--- config.mk ---
export PLATFORM = sky130hd
export DESIGN_NAME = spk_dma
export DESIGN_NICKNAME = d
export VERILOG_FILES = /design/src/rtl/spk_dma.sv
export SDC_FILE = /design/constraint.sdc
export NUM_CORES = 1
export LEC_CHECK = 0
export BUFFER_PORTS_ARGS = -buffer_cell sky130_fd_sc_hd__buf_2
export CORE_ASPECT_RATIO = 1.5
export CORE_UTILIZATION = 40
export DETAILED_ROUTE_END_ITERATION = 10
export MAX_ROUTING_LAYER = met4
export PLACE_DENSITY = 0.64
export SLEW_MARGIN = 20
export SYNTH_ARGS = -nofsm -noshare
export SYNTH_HDL_FRONTEND = slang
export SYNTH_SLANG_ARGS = --single-unit
--- constraint.sdc ---
create_clock -name CLK -period 4.7 [get_ports CLK]
set_input_delay 0.235 -clock CLK [delete_from_list [all_inputs] [get_ports CLK]]
set_output_delay 0.235 -clock CLK [all_outputs]
set_load 0.005 [all_outputs]
--- src/rtl/spk_dma.sv ---
// spk_dma: Avalon-MM read-master DMA for audio playback.
// Fetches number_samples 32-bit words starting at start_address with
// single-beat pipelined reads and streams them out over valid/ready.
// A small FIFO absorbs memory latency; issued-but-unreturned reads plus
// FIFO occupancy never exceed FIFO_DEPTH, so a return always has a slot.
module spk_dma #(
    parameter int FIFO_DEPTH = 4,
    parameter int ADDR_STEP  = 1
) (
    input  logic        CLK,
    input  logic        RESET,
    output logic [31:0] AM_ADDR,
    output logic [2:0]  AM_BURSTCOUNT,
    output logic [3:0]  AM_BYTEENABLE,
    output logic        AM_READ,
    input  logic        AM_WAITREQUEST,
    input  logic [31:0] AM_READDATA,
    input  logic        AM_READDATAVALID,
    input  logic        start,
    input  logic [31:0] start_address,
    input  logic [31:0] number_samples,
    output logic [31:0] out_data,
    output logic        out_valid,
    input  logic        out_ready,
    output logic        busy,
    output logic        FINISHED
);
    localparam int PW = $clog2(FIFO_DEPTH);
    localparam int CW = $clog2(FIFO_DEPTH) + 1;
    localparam logic [CW:0] DEPTH_W = (CW + 1)'(FIFO_DEPTH);

    typedef enum logic [1:0] {IDLE, READ, DRAIN, FIN} state_t;

    state_t        state_q, state_d;
    logic [31:0]   addr_q, addr_d;
    logic [31:0]   remaining_q, remaining_d;
    logic [31:0]   issued_q, issued_d;
    logic [31:0]   received_q, received_d;
    logic [CW-1:0] fifo_count_q, fifo_count_d;
    logic [PW-1:0] wr_ptr_q, wr_ptr_d;
    logic [PW-1:0] rd_ptr_q, rd_ptr_d;
    logic          am_read_q, am_read_d;
    logic [31:0]   am_addr_q, am_addr_d;
    logic          busy_q, busy_d;
    logic          finished_q, finished_d;
    logic [31:0]   fifo_mem_q [FIFO_DEPTH];

    logic          accept;
    logic          push;
    logic          pop;
    logic [CW-1:0] outstanding_d;
    logic [CW:0]   credit_d;

    assign accept = am_read_q && !AM_WAITREQUEST;
    // Returns are only meaningful while a transfer is active; anything
    // arriving in IDLE/FIN is a stale reply from before a reset.
    assign push   = AM_READDATAVALID && ((state_q == READ) || (state_q == DRAIN));
    assign pop    = (fifo_count_q != '0) && out_ready;

    // Next-state and next-output computation; outputs are then registered.
    always_comb begin
        // NOTE: every signal gets a default first so no path leaves it
        // unassigned, which would otherwise infer a latch.
        state_d      = state_q;
        addr_d       = addr_q;
        remaining_d  = remaining_q;
        issued_d     = issued_q;
        received_d   = received_q + 32'(push);
        wr_ptr_d     = wr_ptr_q + PW'(push);
        rd_ptr_d     = rd_ptr_q + PW'(pop);
        fifo_count_d = fifo_count_q + CW'(push) - CW'(pop);

        case (state_q)
            IDLE: begin
                if (start) begin
                    addr_d      = start_address;
                    remaining_d = number_samples;
                    issued_d    = '0;
                    received_d  = '0;
                    state_d     = (number_samples == '0) ? FIN : READ;
                end
            end
            READ: begin
                if (accept) begin
                    addr_d   = addr_q + 32'(ADDR_STEP);
                    issued_d = issued_q + 32'd1;
                    if (issued_d == remaining_q) begin
                        state_d = DRAIN;
                    end
                end
            end
            DRAIN: begin
                // Use next-cycle counts so FINISHED rises right after the last pop.
                if ((received_d == remaining_q) && (fifo_count_d == '0)) begin
                    state_d = FIN;
                end
            end
            FIN: begin
                if (!start) begin
                    state_d = IDLE;
                end
            end
            default: state_d = IDLE;
        endcase

        outstanding_d = CW'(issued_d - received_d);
        credit_d      = {1'b0, fifo_count_d} + {1'b0, outstanding_d};
        am_read_d     = (state_d == READ) && (issued_d < remaining_d) && (credit_d < DEPTH_W);
        am_addr_d     = (state_d == READ) ? addr_d : '0;
        busy_d        = (state_d == READ) || (state_d == DRAIN);
        finished_d    = (state_d == FIN);
    end

    // FSM state, counters, FIFO pointers and registered outputs.
    always_ff @(posedge CLK) begin
        // NOTE: sequential state uses non-blocking assignments so every flop
        // samples the pre-edge value of every other flop.
        if (RESET) begin
            state_q      <= IDLE;
            addr_q       <= '0;
            remaining_q  <= '0;
            issued_q     <= '0;
            received_q   <= '0;
            fifo_count_q <= '0;
            wr_ptr_q     <= '0;
            rd_ptr_q     <= '0;
            am_read_q    <= 1'b0;
            am_addr_q    <= '0;
            busy_q       <= 1'b0;
            finished_q   <= 1'b0;
        end else begin
            state_q      <= state_d;
            addr_q       <= addr_d;
            remaining_q  <= remaining_d;
            issued_q     <= issued_d;
            received_q   <= received_d;
            fifo_count_q <= fifo_count_d;
            wr_ptr_q     <= wr_ptr_d;
            rd_ptr_q     <= rd_ptr_d;
            am_read_q    <= am_read_d;
            am_addr_q    <= am_addr_d;
            busy_q       <= busy_d;
            finished_q   <= finished_d;
        end
    end

    // Sample storage written on each accepted return.
    always_ff @(posedge CLK) begin
        // NOTE: the storage array has no reset; the count and pointers define
        // which entries are live, and out_data is masked while empty.
        if (push) begin
            fifo_mem_q[wr_ptr_q] <= AM_READDATA;
        end
    end

    // The credit rule must make an overflowing push impossible.
    always_ff @(posedge CLK) begin
        if (!RESET && push && !pop) begin
            assert (fifo_count_q < CW'(FIFO_DEPTH));
        end
    end

    assign AM_ADDR       = am_addr_q;
    assign AM_READ       = am_read_q;
    assign AM_BURSTCOUNT = 3'd1;
    assign AM_BYTEENABLE = 4'hF;
    assign busy          = busy_q;
    assign FINISHED      = finished_q;
    assign out_valid     = (fifo_count_q != '0);
    assign out_data      = out_valid ? fifo_mem_q[rd_ptr_q] : '0;

endmodule

==> out/metrics.csv <==
metric,value,unit
maxCapViolations,0,
peakVddDrop,0.316,mV
port_buffers,169,
first_global_vias,12400,
cp_max_fo,5,
syn_to_final_growth,20.4,%
dieWidth,162,um
final_antenna_net_count,0,
fillers,3502,
outcome,"complete, no violations",
end_kind,flip-flop,
arrival,4.97,ns
routedWlPerCell,19.4,um
final_core_util,0.491,
row_count,87,
slew_viol_final,0,
worstSetupPathType,flip-flop to flip-flop,
fin_cells,2220,
synth_edf_count,128,
viasPerCell,5.49,
clockRootBuffer,clkbuf_16,
drive_gt1_frac,0.179,
critPathMostFrequentCell,ha_1,
gp_congestion,0.948,
rsz0062_at_grt,no,
synthFlopType,dfxtp_1,
drc,0,
cts.sinks,300,
seq_area_frac_synth,0.474,
critPathTopFamily,simple AND/OR/NAND/NOR gates,
p_leak,6.97,nW
relSlewSlack,0.392,
firstDrtPassIters,7,
finalHoldViolations,0,
start_util,0.408,
path_cells,inv_1 -> ha_1 -> and2_4 -> inv_2 -> ha_1 -> inv_1 -> ha_1 -> fa_2 -> nor4b_2 -> nand3_1 -> a221oi_2 -> nand4_1 -> nor4_2 -> and4_1 -> nand4_1 -> nand3_2 -> ha_1 -> nand2b_1 -> nor3_1 -> o211ai_1 -> a221oi_2,
path_clk_slew,0.07,ns
final_nets,1861,
reg2reg_from,state_q[1],
dp_cells,2085,
core-area,37700,um^2
regArea,7290,um^2
vias,12200,
ys_async_sr_fraction,0,
grt_max_degree,64,
final.min_clock_period,4.48,ns
dpl.hpwl,31000,um
synth_area_per_cell,10.4,um^2
tightest_slew,0.903,ns
cts_tree,yes,
fin_crit_sh,0.952,
cp-start-kind,flip-flop,
die_y,242,um
cpPeakStageDelay,0.47,ns
antennaDiodeCount,0,
layout_common_cells,"dfxtp_1 (170), buf_2 (168), nor2_1 (166)",
drt-initial-drc-count,829,
critPathRequiredTime,5.20,ns
grt_overflow,0,
hold_class,input pin to flip-flop,
htree_levels,1,
multi_input_area,7690,um^2
yosysWarningCount,0,
insertion_delay,0.58,ns
die_area,39200,um^2
setup_viol,0,
syn_area,15400,um^2
power_density,361,nW/um^2
hold_start,number_samples[31],
startpoint,state_q[1],
critPathSlowestCell,fa_2,
post-cts-setup-buffer-count,0,
cp.buffers_inverters,3,
final.setup_skew,0.0103,ns
layout_commonest_cell,dfxtp_1,
max_freq,223,MHz
synthCells,1480,
ys_types,75,
ios,177,
synth-seq-cells,300,
track_usage,0.225,
wl,43100,um
clockBufferDepth,3,
grt_pass1_wl,67200,um
cts_buffers,29,
antenna_found_initial,0,
==> Yosys cell counts, types with 7 or more instances <==
master	number	area share
or3_1	9	0.0037
mux4_2	32	0.047
nand3_1	44	0.014
xor2_1	45	0.026
mux2i_1	40	0.026
a222oi_1	25	0.016
a31oi_1	9	0.0037
and3_1	14	0.0057
nor2b_1	83	0.034
edfxtp_1	128	0.25
nand4_1	40	0.016
dfxtp_1	172	0.22
xnor2_1	95	0.054
nor3_1	33	0.011
a21o_1	11	0.0054
o31ai_1	12	0.0059
o21ai_0	49	0.016
and4_1	13	0.0074
clkbuf_1	64	0.016
inv_1	26	0.0064
nor3b_1	7	0.0034
nand2_1	101	0.025
ha_1	49	0.040
nor2_1	166	0.041
nor4_1	25	0.010
buf_2	8	0.0026
buf_1	7	0.0017
a21oi_1	29	0.0095
buf_4	7	0.0034
and2_1	31	0.013
==> cells by family after synthesis <==
| family | share of synthesized area |
|---|---|
| compound gates | 0.0861 |
| xor+xnor | 0.0829 |
| fa+ha+maj | 0.0425 |
| buf+inv | 0.0307 |
| flops | 0.474 |
| mux | 0.0752 |
| other cells | 0.000489 |
| simple gates | 0.208 |
==> report_power, final <==
group	switching (mW)	total, mW	leakage [nW]	internal (mW)
Combinational	0.737	1.42	3.97	0.685
Clock	1.01	2.30	0.442	1.29
Sequential	0.129	2.95	2.56	2.82
==> worst reg2reg max path: cells and delay by family, from the launching register on <==
kind,cells,cell delay [ns]
simple gates,10,1.92
fa+ha+maj,5,1.38
compound gates,3,0.54
flops,1,0.37
buf+inv,3,0.19
==> metal layers <==
layer  track usage  part of all wire  vias up
met4         0.122             0.055        0
met3        0.0276             0.047      114
li1              -                 -     5829
met5             -                 0        -
met2         0.402              0.51      330
met1         0.240              0.38     5904
==> state kept, by name (all words and copies together) (netlist names), 3 cells and up <==
name and count:
issued_q 32, addr_q 32, fifo_count_q 3, AM_ADDR 32, remaining_q 32, fifo_mem_q 128
received_q 32
==> layout make-up <==
| class | instances | share of cell area |
|---|---|---|
| Clock buffer | 42 | 0.0431 |
| Inverter | 27 | 0.00548 |
| Multi-Input combinational cell | 1071 | 0.416 |
| Tap cell | 489 | 0.0331 |
| Sequential cell | 300 | 0.394 |
| Timing Repair Buffer | 279 | 0.101 |
| Clock inverter | 12 | 0.00690 |
==> path summary, 6_finish.rpt <==
path                                   endpoint  depth (start not counted)  slack (ns)
worst max-delay path                    AM_READ                         21        0.22
worst min register to register      rd_ptr_q[1]                          2        0.51
worst max register to register          AM_READ                         21        0.22
worst min-delay path            remaining_q[31]                          3        0.04
==> per-stage QoR <==
stage	power, mW	area, um^2	hold slack [ns]	setup TNS (ns)	setup slack (ns)
after global routing	7.00	18500	0.0172	0	0.000270
after CTS	6.76	18500	0.0165	0	0.0499
after global placement	4.36	16700	0.445	0	0.0973
after floorplan	3.84	15400	0.334	0	0.444
final	6.67	18500	0.0359	0	0.224
after detailed placement	4.38	16700	0.454	-0.168	-0.168
==> what timing repair did <==
item / CTS / global route
endpoints found under the hold margin: 184 / 0
gates resized for setup: 3 / 6
hold buffers: 81 / 0
pin swaps: 1 / 1
setup endpoints to repair: 1 / 1
Power figures use the tool's default switching activity.
